$ cat config.mk
export PLATFORM = sky130hd
export DESIGN_NAME = srv_inst_buf
export DESIGN_NICKNAME = d
export VERILOG_FILES = /design/src/rtl/srv_inst_buf.sv
export SDC_FILE = /design/constraint.sdc
export NUM_CORES = 1
export LEC_CHECK = 0
export CAP_MARGIN = 10
export CORE_ASPECT_RATIO = 0.7
export CORE_MARGIN = 2
export CORE_UTILIZATION = 45
export DETAILED_ROUTE_END_ITERATION = 10
export PLACE_DENSITY_LB_ADDON = 0.25
export SETUP_SLACK_MARGIN = 0.02
export SLEW_MARGIN = 20
export SYNTH_ARGS = -nofsm -noshare
export SYNTH_HDL_FRONTEND = slang
export SYNTH_SLANG_ARGS = --single-unit
export TNS_END_PERCENT = 1
$ cat constraint.sdc
create_clock -name clk -period 10.5 [get_ports clk]
set_clock_uncertainty 0.2 [all_clocks]
set_input_delay 2.625 -clock clk [delete_from_list [all_inputs] [get_ports clk]]
set_output_delay 2.625 -clock clk [all_outputs]
set_load 0.005 [all_outputs]
$ cat src/rtl/srv_inst_buf.sv
// Instruction buffer between fetch and dual-issue decode: fetch packets of up to two
// instructions are split into single entries of an in-order circular queue.
package srv_inst_buf_pkg;
    typedef struct packed {
        logic        i0_valid;
        logic [31:0] i0_inst;
        logic        i1_valid;
        logic [31:0] i1_inst;
        logic [31:0] addr;
    } inst_pkt_t;
endpackage

module srv_inst_buf
    import srv_inst_buf_pkg::*;
#(
    parameter  int DEPTH = 8,
    localparam int CNT_W = $clog2(DEPTH) + 1
) (
    input  logic             clk,
    input  logic             rst_n,
    input  logic             flush,
    input  inst_pkt_t        in_pkt,
    output logic             in_ready,
    input  logic [1:0]       issue_cnt,
    output logic             out_i0_valid,
    output logic [31:0]      out_i0_inst,
    output logic [31:0]      out_i0_addr,
    output logic             out_i1_valid,
    output logic [31:0]      out_i1_inst,
    output logic [31:0]      out_i1_addr,
    output logic [CNT_W-1:0] count
);

    localparam int PTR_W = $clog2(DEPTH);

    // Handshake: a packet transfers on a rising edge when in_ready is high, at least one
    // slot valid is set and flush is low; fetch must hold the packet while in_ready is low.
    // in_ready depends only on registered occupancy, never on the same-cycle issue_cnt.

    logic [PTR_W-1:0] wr_ptr;
    logic [PTR_W-1:0] rd_ptr;
    logic [PTR_W-1:0] wr_slot1;
    logic [PTR_W-1:0] rd_ptr_p1;
    logic [31:0]      mem_inst [DEPTH];
    logic [31:0]      mem_addr [DEPTH];

    logic             push_en;
    logic [1:0]       pushed;
    logic [1:0]       issue_clamp;
    logic [1:0]       popped;
    logic [CNT_W-1:0] count_next;

    assign in_ready = (count <= CNT_W'(DEPTH - 2));
    assign push_en  = in_ready && (in_pkt.i0_valid || in_pkt.i1_valid) && !flush;
    assign pushed   = {1'b0, in_pkt.i0_valid} + {1'b0, in_pkt.i1_valid};

    // i1 compacts down into wr_ptr when i0 is absent.
    assign wr_slot1  = in_pkt.i0_valid ? (wr_ptr + PTR_W'(1)) : wr_ptr;
    assign rd_ptr_p1 = rd_ptr + PTR_W'(1);

    always_comb begin
        issue_clamp = (issue_cnt == 2'd3) ? 2'd2 : issue_cnt;
        popped      = issue_clamp;
        if (count < CNT_W'(issue_clamp)) begin
            popped = count[1:0];
        end
        count_next = count + CNT_W'(push_en ? pushed : 2'd0) - CNT_W'(popped);
    end

    always_ff @(posedge clk or negedge rst_n) begin
        if (!rst_n) begin
            wr_ptr <= '0;
            rd_ptr <= '0;
            count  <= '0;
        end else if (flush) begin
            wr_ptr <= '0;
            rd_ptr <= '0;
            count  <= '0;
        end else begin
            if (push_en) begin
                wr_ptr <= wr_ptr + PTR_W'(pushed);
            end
            rd_ptr <= rd_ptr + PTR_W'(popped);
            count  <= count_next;
        end
    end

    // Entry storage carries no reset; occupancy alone decides what is visible.
    always_ff @(posedge clk) begin
        if (push_en) begin
            if (in_pkt.i0_valid) begin
                mem_inst[wr_ptr] <= in_pkt.i0_inst;
                mem_addr[wr_ptr] <= in_pkt.addr;
            end
            if (in_pkt.i1_valid) begin
                mem_inst[wr_slot1] <= in_pkt.i1_inst;
                mem_addr[wr_slot1] <= in_pkt.addr + 32'd4;
            end
        end
    end

    assign out_i0_valid = (count >= CNT_W'(1));
    assign out_i1_valid = (count >= CNT_W'(2));
    assign out_i0_inst  = out_i0_valid ? mem_inst[rd_ptr]    : 32'd0;
    assign out_i0_addr  = out_i0_valid ? mem_addr[rd_ptr]    : 32'd0;
    assign out_i1_inst  = out_i1_valid ? mem_inst[rd_ptr_p1] : 32'd0;
    assign out_i1_addr  = out_i1_valid ? mem_addr[rd_ptr_p1] : 32'd0;

endmodule

**Yosys cells after proc, flatten, opt, wreduce, memory -nomap -nowiden**

Memories as Yosys holds them, arrays and structs flattened.
Cells that the tools add are included.

- Add/sub/neg operators: 8
- $lt $le $gt $ge: 4
- Equal/unequal tests: 1
- Mux-type cells: 18
- Reduce and logical (&&, ||, !) cells: 5

Operator list:

| cell | count |
|---|---|
| 32-bit 2-to-1 mux | 4 |
| 32-bit by 3-bit adder with 32-bit output, second input constant | 1 |
| 3-bit 2-to-1 mux | 4 |
| 3-bit by 1-bit adder with 3-bit output, second input constant | 2 |
| 3-bit by 2-bit adder with 3-bit output | 2 |
| 1-bit 2-to-1 mux | 6 |
| 2-bit 2-to-1 mux | 3 |
| 4-bit by 2-bit adder with 4-bit output | 1 |
| 4-bit by 1-bit >= comparator with 1-bit output, second input constant | 1 |
| 4-bit by 2-bit >= comparator with 1-bit output, second input constant | 1 |
| 4-bit by 3-bit <= comparator with 1-bit output, second input constant | 1 |
| 4-bit by 2-bit less-than comparator with 1-bit output | 1 |
| 4-bit 2-to-1 mux | 1 |
| 4-bit by 2-bit subtractor with 4-bit output | 1 |
| 1-bit by 1-bit adder with 2-bit output | 1 |
| 2-bit equality test, second input constant | 1 |
| 1-bit logical AND | 2 |
| 2-bit nonzero test | 1 |
| 1-bit logical NOT | 1 |
| 1-bit logical OR | 1 |

- Register bits: 10
- Bits in writable memories: 512
- Output and inout bits: 135
- Logic and storage cells: 41
- Memories kept: 2

Memory list:

| name | depth | bits a word | rd ports | clocked after memory_dff | wr ports | line | RTL |
|---|---|---|---|---|---|---|---|
| mem_addr | 8 | 32 | 2 | 0 | 2 | 45 | `logic [31:0] mem_addr [DEPTH];` |
| mem_inst | 8 | 32 | 2 | 0 | 2 | 44 | `logic [31:0] mem_inst [DEPTH];` |

**Depth between registers and ports, before layout**

Gate-level depths: netlist (run 1).

- Depth in word-level cells: 7
- Mapped depth: 14
- Mapped depth without buffers: 13

**Least setup slack after synthesis (run 1)**

OpenSTA, ideal clock, no wires.

- Path type: in2reg
- Start point: input port in_pkt[97] (netlist bit)
- End point: memory mem_addr[0][0], enable pin
- Library setup time: 0.574 ns
- Data arrival time: 8.329 ns
- Data required time: 9.726 ns
- Path slack: 1.397 ns
- Stages on the path: 7
- Buffers on the path: 2
- Cells stage by stage: buf_4 -> inv_1 -> ha_1 -> a311o_1 -> buf_2 -> or3_1 -> o21ai_0

RTL lines:

| element | line | RTL |
|---|---|---|
| start: declaration | 22 | `input inst_pkt_t in_pkt,` |
| end: declaration | 45 |  |

**Final worst setup path (run 1)**

- Start point: register rd_ptr[0]
- End point: output port out_i1_addr[3]

- Longest elaborated chain between the ends: 3

RTL lines:

| element | line | RTL |
|---|---|---|
| start: declaration | 41 | `logic [PTR_W-1:0] rd_ptr;` |
| start signal: assignment | 83 | `rd_ptr <= rd_ptr + PTR_W'(popped);` |
| 3-bit by 1-bit adder with 3-bit output | 59 | `assign rd_ptr_p1 = rd_ptr + PTR_W'(1);` |
| memory read 8 x 32 bit | -- |  |
| 32-bit 2-to-1 mux | 107 | `assign out_i1_addr = out_i1_valid ? mem_addr[rd_ptr_p1] : 32'd0;` |
| end: declaration | 30 | `output logic [31:0] out_i1_addr,` |

Every way passes these cells.

==> results of run 1 <==
==> worst max-delay path, stage by stage, from the launching register on <==
cell	delay (ps)
dfrtp_4	960
ha_4	810
buf_4	770
mux4_2	330
nand2_1	60
a21oi_1	430
clkdlybuf4s50_1	590
==> final timing paths <==
check                                 endpoint  slack [ps]      start
worst max-delay path            out_i1_addr[3]        3050  rd_ptr[0]
worst min-delay path                 wr_ptr[1]         460  wr_ptr[1]
worst max register to register  mem_inst[7][0]        6210   count[3]
worst min register to register       wr_ptr[1]         460  wr_ptr[1]
max in group asynchronous            rd_ptr[0]        7620      rst_n
min in group asynchronous            rd_ptr[2]        2120      rst_n
==> final cells by class <==
type | instances | area (µm²) | area share (%)
flip-flops and latches | 522 | 15640 | 43.43
multi-input cells | 1990 | 14740 | 40.94
repair buffers | 279 | 2716 | 7.545
clock buffers | 67 | 1443 | 4.007
well taps | 913 | 1142 | 3.173
clock inverters | 34 | 266.5 | 0.7403
inverters | 13 | 48.80 | 0.1355
diodes | 3 | 7.507 | 0.02085
==> power groups by stage <==
stage | sequential [mW] | combinational (mW) | clock (mW)
after floorplan | 2.53 | 2.54 | 0
after global placement | 2.64 | 4.25 | 0
after detailed placement | 2.65 | 4.29 | 0
after CTS | 2.61 | 4.31 | 1.92
after global routing | 2.63 | 4.58 | 2.00
final | 2.61 | 4.30 | 1.91
==> flip-flops by register name, summed over array words and instances (netlist names) <==
name and count:
mem_addr 256, mem_inst 256, count 4, rd_ptr 3, wr_ptr 3
==> routing by layer <==
layer / global-route usage, % / vias up / routed length (µm)
met5: 0 / - / 0
li1: - / 9868 / -
met1: 38.12 / 11410 / 38590
met2: 45.96 / 1461 / 49190
met3: 5.068 / 169 / 11130
met4: 7.784 / 0 / 2189
==> cells by family after synthesis <==
logic type | share of synthesized area (%)
AND/OR/NAND/NOR | 16.27
AO/OA/AOI/OAI | 2.114
buffers and inverters | 4.544
multiplexers | 20.33
XOR/XNOR | 6.412
adder cells (fa/ha/maj) | 0.8090
flip-flops | 49.52
==> placed cells by master (no fill, tap or decap), types with 4 or more instances in the layout <==
cell,Yosys,final
o21ai_1,4,4
nor2b_1,9,8
o21ai_4,0,8
o21ai_0,15,7
buf_4,23,39
inv_1,12,12
clkinvlp_4,0,4
edfxtp_1,512,512
nand2_1,1059,1059
mux2i_1,65,65
and3_1,6,6
fa_1,4,4
a21oi_1,67,67
clkinv_2,0,10
ha_1,14,13
nand3_1,16,16
clkbuf_1,80,11
nand4_1,7,7
nor2_1,179,178
clkbuf_16,0,56
mux4_2,256,256
nor3_2,3,4
xnor2_1,132,131
a211oi_4,0,8
dfrtp_1,10,7
nand2b_1,4,4
clkdlybuf4s50_1,0,237
and2_1,5,5
clkinv_1,0,12
a211o_2,0,8
xor2_1,99,98
==> through the flow <==
stage / cells / hold slack [ps] / util, % / power [mW] / cell area, µm²
4_1_cts: 3817 / 460.3 / 51.66 / 8.844 / 35970
3_3_place_gp: 3716 / 457.5 / 49.18 / 6.895 / 34240
3_5_place_dp: 3716 / 449.4 / 49.21 / 6.943 / 34260
5_1_grt: 3821 / 493.2 / 51.71 / 9.205 / 36000
6_report: 3821 / 460.5 / 51.71 / 8.824 / 36000
2_1_floorplan: 2802 / 386.1 / - / 5.072 / 31550
==> flow_summary.json, run 1 <==
{
  "status": "finished clean",
  "drt_iter0_drc": 2880,
  "post_cts_resized": 0,
  "r2r_cells": 9,
  "clkSinkCount": 522,
  "grt_pass1_wl_mm": 148.8,
  "timing.slew.headroom_pct": 22.42,
  "vdd_ir_drop_max_mv": 0.2818,
  "post_cts_buffers": 0,
  "pwr-share-seq_pct": 29.6,
  "core_region_area_um2": 69630,
  "ys_async_sr_fraction_pct": 1.916,
  "cts-root-buf": "clkbuf_16",
  "rsz0062_at_grt": "false",
  "drv_slew": 0,
  "fillers": 5905,
  "p_sw_share_pct": 36.19,
  "h-tree-depth": 2,
  "critPathArrivalTime_ps": 4620,
  "clk_pin_slew_worst_paths_ps": 60,
  "grt_pass1_vias": 22820,
  "endpoint_kind": "output port",
  "timing.setup.tns_ps": 0,
  "row_count": 81,
  "finalCriticalPeriod_ps": 7447,
  "power_density_nw_per_um2": 245.1,
  "synth.distinct_cells": 54,
  "cp_max_fo": 48,
  "die_w_um": 320.5,
  "ys_warn_count": 0,
  "maxCapViolCount": 0,
  "setup_viol": 0,
  "yosysTopAreaCellShare_pct": 48.73,
  "dr.pass1.iters": 6,
  "finalWorstSetupSlack_ps": 3053,
  "area.growth.synth_to_final_pct": 14.10,
  "fp.dieArea_um2": 72280,
  "seq_area_frac_synth_pct": 49.52,
  "worstSkewPairLatency_ps": 620,
  "ys_ff_latch": 522,
  "syn_area_um2": 31550,
  "synthTopCellsByArea": "edfxtp_1 49%, mux4_2 18%, nand2_1 13%, xnor2_1 3.7%, xor2_1 2.7%",
  "grt_overflow_total": 0,
  "cts_tree": "yes",
  "yosysTopAreaCell": "edfxtp_1",
  "via_per_inst": 5.995,
  "start_kind": "flop",
  "crit_type": "reg -> out",
  "cell_internal_pwr_mw": 5.631,
  "grt_antenna_before_repair": 3,
  "grt_use_total_pct": 27.90,
  "min_path_cells": 2,
  "io_buffers": 237,
  "post-place-ws_ps": 3543,
  "synth_cells": 2802,
  "syn-num-nets": 2923,
  "grt_max_degree": 97,
  "vias": 22910,
  "final_nets": 2982,
  "ys_top_cells_by_count": "1059 x nand2_1, 512 x edfxtp_1, 256 x mux4_2",
  "drc": 0,
  "die_y_um": 225.5,
  "drtAntennaViolNets": 0,
  "crit_required_ps": 7680,
  "power_leakage_nw": 12.49,
  "cts_buffer_depth": 3,
  "routedWlPerCell_um": 26.46,
  "worstMarginPinSlew_ps": 1164,
  "ctsHoldBuffers": 0,
  "drive_gt1_share_pct": 14.60,
  "hold_path.class": "reg -> reg",
  "gp_congestion": 0.8561,
  "hold_viol_final": 0,
  "numCtsBuffers": 55,
  "synth_flop_cell": "edfxtp_1",
  "synth.most_common_cell": "nand2_1",
  "synth_edf_count": 512,
  "clock.fmax_ghz": 0.1343,
  "p_clk_share_pct": 21.7,
  "min_period_over_period_pct": 70.92,
  "io_pins": 238,
  "avgSynthCellArea_um2": 11.26,
  "wl_mm": 101.1,
  "power_frac_comb_pct": 48.8,
  "initial_core_util_pct": 45.32,
  "p_switching_mw": 3.193,
  "hpwl_mm": 57.97
}
No activity file was read; power rests on OpenSTA's default activity.
==> inputs of run 2 (changes only) <==
==> constraint.sdc (replaced) <==
create_clock -name clk -period 7.29 [get_ports clk]
set_clock_uncertainty 0.2 [all_clocks]
set_input_delay 1.8225 -clock clk [delete_from_list [all_inputs] [get_ports clk]]
set_output_delay 1.8225 -clock clk [all_outputs]
set_load 0.005 [all_outputs]
==> flow_summary.json, run 2 (same netlist as run 1, synthesis figures left out) <==
{
  "grt_use_total_pct": 27.21,
  "ctsHoldBuffers": 0,
  "post-place-cells": 3730,
  "fp.dieArea_um2": 72280,
  "wl_met2_mm": 46.92,
  "start_kind": "flop",
  "setup_viol": 0,
  "wl_mm": 98.34,
  "io_pins": 238,
  "cts_tree": "yes",
  "cts_buffer_depth": 3,
  "drv_slew": 0,
  "cp_slowest_cell": "ha_4",
  "area.growth.synth_to_final_pct": 14.72,
  "drt_iter0_drc": 2797,
  "fillers": 5867,
  "cp_max_fo": 48,
  "post_cts_resized": 0,
  "final-instance-count-excl-fill": 3832,
  "regArea_um2": 15640,
  "gp_congestion": 0.8400,
  "drtAntennaViolNets": 0,
  "reg_top3": "mem_addr: 256 flops, mem_inst: 256 flops, count: 4 flops",
  "dr.pass1.iters": 5,
  "fin_util_pct": 51.99,
  "row_count": 81,
  "rrSetupSlack_ps": 3260,
  "final_nets": 2995,
  "post-place-ws_ps": 1314,
  "power_density_nw_per_um2": 353.0,
  "clock.fmax_ghz": 0.1619,
  "slowest_delay_ps": 970,
  "clkSinkCount": 522,
  "crit_required_ps": 5270,
  "core_region_area_um2": 69630,
  "die_y_um": 225.5,
  "clk_pin_slew_worst_paths_ps": 60,
  "worstMarginPinSlew_ps": 1145,
  "grt_pass1_vias": 23200,
  "top_layer_used": "met5",
  "rsz0062_at_grt": "false",
  "status": "finished clean",
  "timing.slew.headroom_pct": 23.36,
  "critPathArrivalTime_ps": 4160,
  "critPathTopFamily": "buffers and inverters",
  "final_cell_mix": "1059 x nand2_1, 512 x edfxtp_1, 256 x mux4_2",
  "cts-root-buf": "clkbuf_16",
  "finalCriticalPeriod_ps": 6178,
  "hold_path.class": "reg -> reg",
  "vdd_ir_drop_max_mv": 0.3876,
  "numCtsBuffers": 55,
  "post_cts_buffers": 0,
  "hpwl_mm": 59.38,
  "drive_gt1_share_pct": 14.77,
  "crit_type": "reg -> out",
  "h-tree-depth": 2,
  "grt_pass1_wl_mm": 147.0,
  "wl_met3_mm": 10.22,
  "routedWlPerCell_um": 25.66,
  "io_buffers": 237,
  "grt_max_degree": 133,
  "grt_antenna_before_repair": 3,
  "grt_overflow_total": 0,
  "power_leakage_nw": 12.60,
  "drc": 0,
  "die_w_um": 320.5,
  "multiInputGateArea_um2": 14730,
  "endpoint_kind": "output port",
  "vias": 22890,
  "hold_viol_final": 0,
  "wl_met1_mm": 38.52,
  "crit_buf_inv": 2,
  "min_period_over_period_pct": 84.75,
  "finalWorstSetupSlack_ps": 1112,
  "initial_core_util_pct": 45.32,
  "fin_hold_ws_ps": 482.6,
  "worstSkewPairLatency_ps": 610,
  "layout_commonest_cell": "nand2_1",
  "cp_cell_sequence": "ha_4 -> buf_4 -> mux4_2 -> nand2_1 -> a21oi_1 -> clkdlybuf4s50_1",
  "via_per_inst": 5.973,
  "maxCapViolCount": 0
}
-- run 2: changes by cell type in the layout (fill, tap and decap cells not counted), moves of 2 or more --
cell / delta
buf_12: +7
buf_4: +7
clkinv_1: +3
bufinv_16: +2
clkinv_2: -2
clkinv_4: -2
clkinvlp_4: -2
diode_2: -2
-- run 2: layer usage --
layer | global-route usage, % | vias to the layer above
li1 | - | 9905
met1 | 37.34 | 11460
met2 | 43.99 | 1352
met3 | 5.077 | 173
met4 | 8.799 | 2
met5 | 0 | -
-- run 2: final timing paths --
path | to | from | depth (start not counted)
min reg2reg | wr_ptr[1] | wr_ptr[1] | 2
min | wr_ptr[1] | wr_ptr[1] | 2
max reg2reg | mem_addr[1][3] | count[3] | 8
max | out_i1_inst[9] | rd_ptr[1] | 6
max in group asynchronous | rd_ptr[0] | rst_n | 1
min in group asynchronous | count[3] | rst_n | 1
-- run 2: layout make-up --
cell class	count	share of cell area, %
sequential	522	43.20
multi-input combinational	1990	40.69
timing repair buffer	292	8.005
clock buffer	68	3.996
tap	913	3.156
clock inverter	33	0.8157
inverter	13	0.1348
antenna	1	0.006913
-- run 2: stage by stage --
step	total power [mW]	cell area [µm²]	setup TNS, ps
after CTS	12.84	36200	0
after floorplan	7.306	31550	-488170
after global routing	13.33	36200	0
final	12.78	36200	0
after detailed placement	10.05	34450	0
after global placement	9.994	34450	0
-- run 2: tightest hold or removal path: stages (launching register included) --
cell     delay (ps)
dfrtp_1         470
nand2_1         100
a21oi_1          70
-- run 2: report_power, final --
part	total, mW	internal (mW)	switching [mW]
Sequential	3.71	3.50	0.210
Clock	2.80	1.58	1.22
Combinational	6.26	3.12	3.14
